--- src/rtl/imem_loader.sv ---
// Boot-time instruction-memory loader: receives a length-prefixed, XOR-checksummed
// byte stream, assembles big-endian 16-bit words, writes them from address 0
// upward and releases the processor reset only after a good checksum.
module imem_loader #(
  parameter int ADDR_W     = 10,
  parameter int IMEM_DEPTH = 1024
) (
  input  logic              clk,
  input  logic              reset,
  input  logic              in_valid,
  input  logic [7:0]        in_data,
  output logic              in_ready,
  output logic              imem_we,
  output logic [ADDR_W-1:0] imem_addr,
  output logic [15:0]       imem_wdata,
  output logic              cpu_reset,
  output logic              done,
  output logic              error
);

  localparam logic [2:0] S_LEN_HI  = 3'd0;
  localparam logic [2:0] S_LEN_LO  = 3'd1;
  localparam logic [2:0] S_DATA_HI = 3'd2;
  localparam logic [2:0] S_DATA_LO = 3'd3;
  localparam logic [2:0] S_CSUM    = 3'd4;
  localparam logic [2:0] S_DONE    = 3'd5;
  localparam logic [2:0] S_ERR     = 3'd6;

  // Length is compared in 17 bits so a 16-bit count never truncates the depth.
  localparam logic [16:0] DEPTH_L = 17'(IMEM_DEPTH);

  logic [2:0]        state_q, state_d;
  logic [ADDR_W:0]   cnt_q, cnt_d;       // one extra bit so N == IMEM_DEPTH fits
  logic [15:0]       len_q, len_d;
  logic [7:0]        hi_q, hi_d;
  logic [7:0]        csum_q, csum_d;
  logic              ready_q, ready_d;
  logic              we_q, we_d;
  logic [ADDR_W-1:0] addr_q, addr_d;
  logic [15:0]       wdata_q, wdata_d;
  logic              done_q, done_d;
  logic              error_q, error_d;
  logic              cpu_reset_q, cpu_reset_d;

  logic              accept;
  logic [ADDR_W:0]   cnt_inc;
  logic [15:0]       len_full;

  assign accept   = in_valid && ready_q;
  assign cnt_inc  = cnt_q + 1'b1;
  assign len_full = {len_q[15:8], in_data};

  // Next-state logic: advance the stream parser on each accepted byte.
  always_comb begin
    // NOTE: every signal gets a default here so no path leaves it unassigned,
    // which would otherwise infer a latch.
    state_d = state_q;
    cnt_d   = cnt_q;
    len_d   = len_q;
    hi_d    = hi_q;
    csum_d  = csum_q;
    we_d    = 1'b0;
    addr_d  = addr_q;
    wdata_d = wdata_q;

    if (accept) begin
      if (state_q != S_CSUM) csum_d = csum_q ^ in_data;
      case (state_q)
        S_LEN_HI: begin
          len_d[15:8] = in_data;
          state_d     = S_LEN_LO;
        end
        S_LEN_LO: begin
          len_d[7:0] = in_data;
          if ({1'b0, len_full} > DEPTH_L) state_d = S_ERR;
          else if (len_full == 16'd0)     state_d = S_CSUM;
          else                            state_d = S_DATA_HI;
        end
        S_DATA_HI: begin
          hi_d    = in_data;
          state_d = S_DATA_LO;
        end
        S_DATA_LO: begin
          we_d    = 1'b1;
          addr_d  = cnt_q[ADDR_W-1:0];
          wdata_d = {hi_q, in_data};
          cnt_d   = cnt_inc;
          if (17'(cnt_inc) < {1'b0, len_q}) state_d = S_DATA_HI;
          else                              state_d = S_CSUM;
        end
        S_CSUM: begin
          if (in_data == csum_q) state_d = S_DONE;
          else                   state_d = S_ERR;
        end
        default: ;
      endcase
    end

    // Status outputs follow the state being entered, so they change on the
    // same edge as the transition.
    ready_d     = (state_d != S_DONE) && (state_d != S_ERR);
    done_d      = (state_d == S_DONE);
    error_d     = (state_d == S_ERR);
    cpu_reset_d = (state_d != S_DONE);
  end

  // State and output registers with synchronous reset.
  always_ff @(posedge clk) begin
    // NOTE: sequential state uses non-blocking assignments so every flop
    // samples pre-edge values regardless of statement order.
    if (reset) begin
      state_q     <= S_LEN_HI;
      cnt_q       <= '0;
      len_q       <= '0;
      hi_q        <= '0;
      csum_q      <= '0;
      ready_q     <= 1'b0;
      we_q        <= 1'b0;
      addr_q      <= '0;
      wdata_q     <= '0;
      done_q      <= 1'b0;
      error_q     <= 1'b0;
      cpu_reset_q <= 1'b1;
    end else begin
      state_q     <= state_d;
      cnt_q       <= cnt_d;
      len_q       <= len_d;
      hi_q        <= hi_d;
      csum_q      <= csum_d;
      ready_q     <= ready_d;
      we_q        <= we_d;
      addr_q      <= addr_d;
      wdata_q     <= wdata_d;
      done_q      <= done_d;
      error_q     <= error_d;
      cpu_reset_q <= cpu_reset_d;
    end
  end

  assign in_ready   = ready_q;
  assign imem_we    = we_q;
  assign imem_addr  = addr_q;
  assign imem_wdata = wdata_q;
  assign cpu_reset  = cpu_reset_q;
  assign done       = done_q;
  assign error      = error_q;

endmodule

--- config.mk ---
export PLATFORM = sky130hd
export DESIGN_NAME = imem_loader
export DESIGN_NICKNAME = d
export VERILOG_FILES = /design/src/rtl/imem_loader.sv
export SDC_FILE = /design/constraint.sdc
export NUM_CORES = 1
export LEC_CHECK = 0
export ABC_AREA = 1
export CELL_PAD_IN_SITES_DETAIL_PLACEMENT = 0
export CELL_PAD_IN_SITES_GLOBAL_PLACEMENT = 1
export CORE_ASPECT_RATIO = 1.4
export CORE_MARGIN = 2
export CORE_UTILIZATION = 36
export CTS_BUF_LIST = sky130_fd_sc_hd__clkbuf_8
export DETAILED_ROUTE_END_ITERATION = 10
export PLACE_DENSITY_LB_ADDON = 0.25
export REMOVE_ABC_BUFFERS = 1
export SETUP_SLACK_MARGIN = 0.4
export SLEW_MARGIN = 10
export SYNTH_ARGS = -nofsm -noshare
export SYNTH_HDL_FRONTEND = slang
export SYNTH_SLANG_ARGS = --single-unit
--- constraint.sdc ---
create_clock -name clk -period 2.2 [get_ports clk]
set_clock_uncertainty 0.15 [all_clocks]
set_input_delay 0.22 -clock clk [delete_from_list [all_inputs] [get_ports clk]]
set_output_delay 0.22 -clock clk [all_outputs]
set_load 0.01 [all_outputs]
==> results of run 1 <==
## cells in the mapped netlist, drive strengths merged
master  number  share of area
o21a         1         0.0022
ha          11          0.041
dfxtp       77           0.45
nand3b       1         0.0022
buf         11          0.018
nor3         4         0.0059
clkbuf       8         0.0092
a21boi       1         0.0022
inv         54          0.060
o21ai       65          0.096
nand4        3         0.0055
xor2         7          0.018
a211oi       2         0.0044
nand3       15          0.028
nand2       72          0.084
nor2        63          0.083
a21oi       57          0.085
## sequential cells by signal (all words and copies together), names as in the netlist
name and flops:
done 1, state_q 3, len_q 16, in_ready 1, imem_addr 10, cpu_reset 1
hi_q 8, imem_wdata 16, error 1, cnt_q 11, csum_q 8, imem_we 1
## routing by layer
metal / global-route usage / wire (um) / vias up
met4: 0.0833 / 186 / 0
met2: 0.279 / 3950 / 39
met1: 0.199 / 3560 / 1373
met3: 0.0236 / 177 / 11
li1: - / - / 1592
met5: 0 / 0 / -
## what timing repair did
action	4_1_cts	5_1_grt
endpoints found under the setup margin	6	19
pin swaps	14	17
hold buffers	0	0
gates resized for setup	8	14
setup buffers	2	4
## power by group through the flow
stage	Combinational (uW)	Clock [uW]	Sequential [uW]
floorplan	192	0	1500
global placement	306	0	1500
detailed placement	311	0	1500
CTS	317	1360	1470
global route	374	1410	1470
finish	324	1330	1470
## layout by cell type (no fill, tap or decap), drive strengths merged
| master | instances |
|---|---|
| clkinvlp | 2 |
| clkinv | 1 |
| buf | 33 |
| nand3 | 15 |
| nand4 | 3 |
| nor3 | 4 |
| ha | 11 |
| a21oi | 57 |
| inv | 54 |
| dfxtp | 77 |
| bufinv | 3 |
| xor2 | 7 |
| a211oi | 2 |
| o21ai | 65 |
| nor2 | 63 |
| clkdlybuf4s50 | 41 |
| a21boi | 1 |
| clkbuf | 10 |
| nand2 | 72 |
| nand3b | 1 |
| o21a | 1 |
## cell type report
class                   count  area [um2]
clock inverters             6         110
flip-flops and latches     77        1550
inverters                  54         203
fillers                   926        4640
clock buffers              10         138
well taps                 107         134
repair buffers             74         678
multi-input cells         302        1630
## kinds of logic (layout without fill, tap and decap cells)
kind of cell,Yosys count,after routing,share of synthesized area
buf+inv,73,144,0.0875
simple gates,158,158,0.209
fa+ha+maj,11,11,0.0406
flops,77,77,0.455
compound gates,126,126,0.190
xor+xnor,7,7,0.0181
## stage by stage
| stage | total power, uW | utilization | hold WS [ps] |
|---|---|---|---|
| after floorplan | 1690 | - | 139 |
| after global placement | 1810 | 0.447 | 304 |
| after detailed placement | 1810 | 0.447 | 309 |
| after CTS | 3140 | 0.479 | 321 |
| after global routing | 3260 | 0.489 | 335 |
| final | 3120 | 0.489 | 320 |
## critical path: stages (launching register included)
cell,delay (ps)
dfxtp_4,370
ha_4,150
nand3_4,90
nor2_4,100
nand4_1,100
nor2_1,130
xor2_1,100
ha_1,350
nand3_2,80
nor3_2,150
nand2_1,80
nand2_1,70
nand2_2,50
nand2_2,90
nand2_1,70
nor2_1,140
nor2_2,60
## final timing paths
kind | startpoint | to | slack (ps) | depth (start not counted)
worst max-delay path | cnt_q[0]$_SDFFE_PP0P_ | in_ready$_SDFF_PP0_ | -240 | 16
worst max register to register | cnt_q[0]$_SDFFE_PP0P_ | in_ready$_SDFF_PP0_ | -240 | 16
worst min register to register | len_q[15]$_SDFFE_PP0P_ | len_q[15]$_SDFFE_PP0P_ | 320 | 2
worst min-delay path | len_q[15]$_SDFFE_PP0P_ | len_q[15]$_SDFFE_PP0P_ | 320 | 2
==> impl_metrics.tcl, run 1 <==
set metrics [dict create \
    status "complete, but fails checks" \
    violations "setup timing" \
    fmax_ghz 0.409 \
    path_clk_slew_ps 80 \
    drt_iter0_markers 111 \
    cts_tree "done" \
    finalMaxSlewViolations 0 \
    final_area_um2 4440 \
    vias 3015 \
    powerDensity_nw_per_um2 702 \
    ios 42 \
    clockBufferDepth 2 \
    synth.ff_latch_count 77 \
    end_kind "register" \
    switching_share 0.246 \
    place_ws_ps -340 \
    p_clk_frac 0.426 \
    worst_slack_ps -243 \
    dieArea_um2 10200 \
    worst_pin_slew_ps 355 \
    synth_cells 452 \
    gr-total-overflow 0 \
    grt_max_degree 64 \
    critPathKind "reg -> reg" \
    layout-drive-gt1-share 0.178 \
    finalSetupViolCount 5 \
    antenna_found_initial 0 \
    place_area_um2 4060 \
    final_cells 630 \
    design.core.area_um2 9080 \
    hold_viol 0 \
    port_buffers 41 \
    viasPerCell 4.79 \
    cts_buffers 9 \
    power_frac_seq 0.471 \
    grt_pass1_vias 2906 \
    intPower_uw 2350 \
    area_growth_pct 30.9 \
    start_kind "register" \
    dp_hpwl_um 5550 \
    hold_class "reg -> reg" \
    worstPathRequired_ps 2300 \
    cap_violations 0 \
    ys_warn_count 0 \
    arrival_ps 2540 \
    start_util 0.373 \
    synthesis.area_um2 3390 \
    grtUsageTotal 0.165 \
    antenna_cells 0 \
    drtAntennaViolNets 0 \
    synth_cell_types 28 \
    p_sw_uw 767 \
    die_w_um 86.0 \
    grt_pass1_wl_um 13200 \
    clk-insertion-delay-late_ps 360 \
    rows 41 \
    nets 540 \
    wl_per_cell_um 12.5 \
    irDropWorstVdd_uv 318 \
    gp_congestion 0.740 \
    syn_area_per_cell_um2 7.50 \
    die_h_um 119 \
    place_inst 608 \
    fin_crit_sh 1.11 \
    max_slew_margin 0.763 \
    cp_max_fo 3 \
    cts_htree_levels 3 \
    rsz0062_at_grt "yes" \
    tns_ps -1010 \
    clock-root-buffer "clkbuf_8" \
    cts_num_sinks 77 \
    drt_wl_total_um 7870 \
    power_leakage_uw 0.00195 \
    min_period_ps 2440 \
    ys_seq_area_frac 0.455 \
    first_pass_iters 4 \
    p_comb_frac 0.104 \
    drc 0 \
]
Note: power is estimated with default switching activity, not from simulation.
==> inputs of run 2 (changes only) <==
Settings changed: CTS_CLUSTER_DIAMETER set to 50.
==> results of run 2 <==
No change in the layout: final DEF, timing and power equal those of run 1.
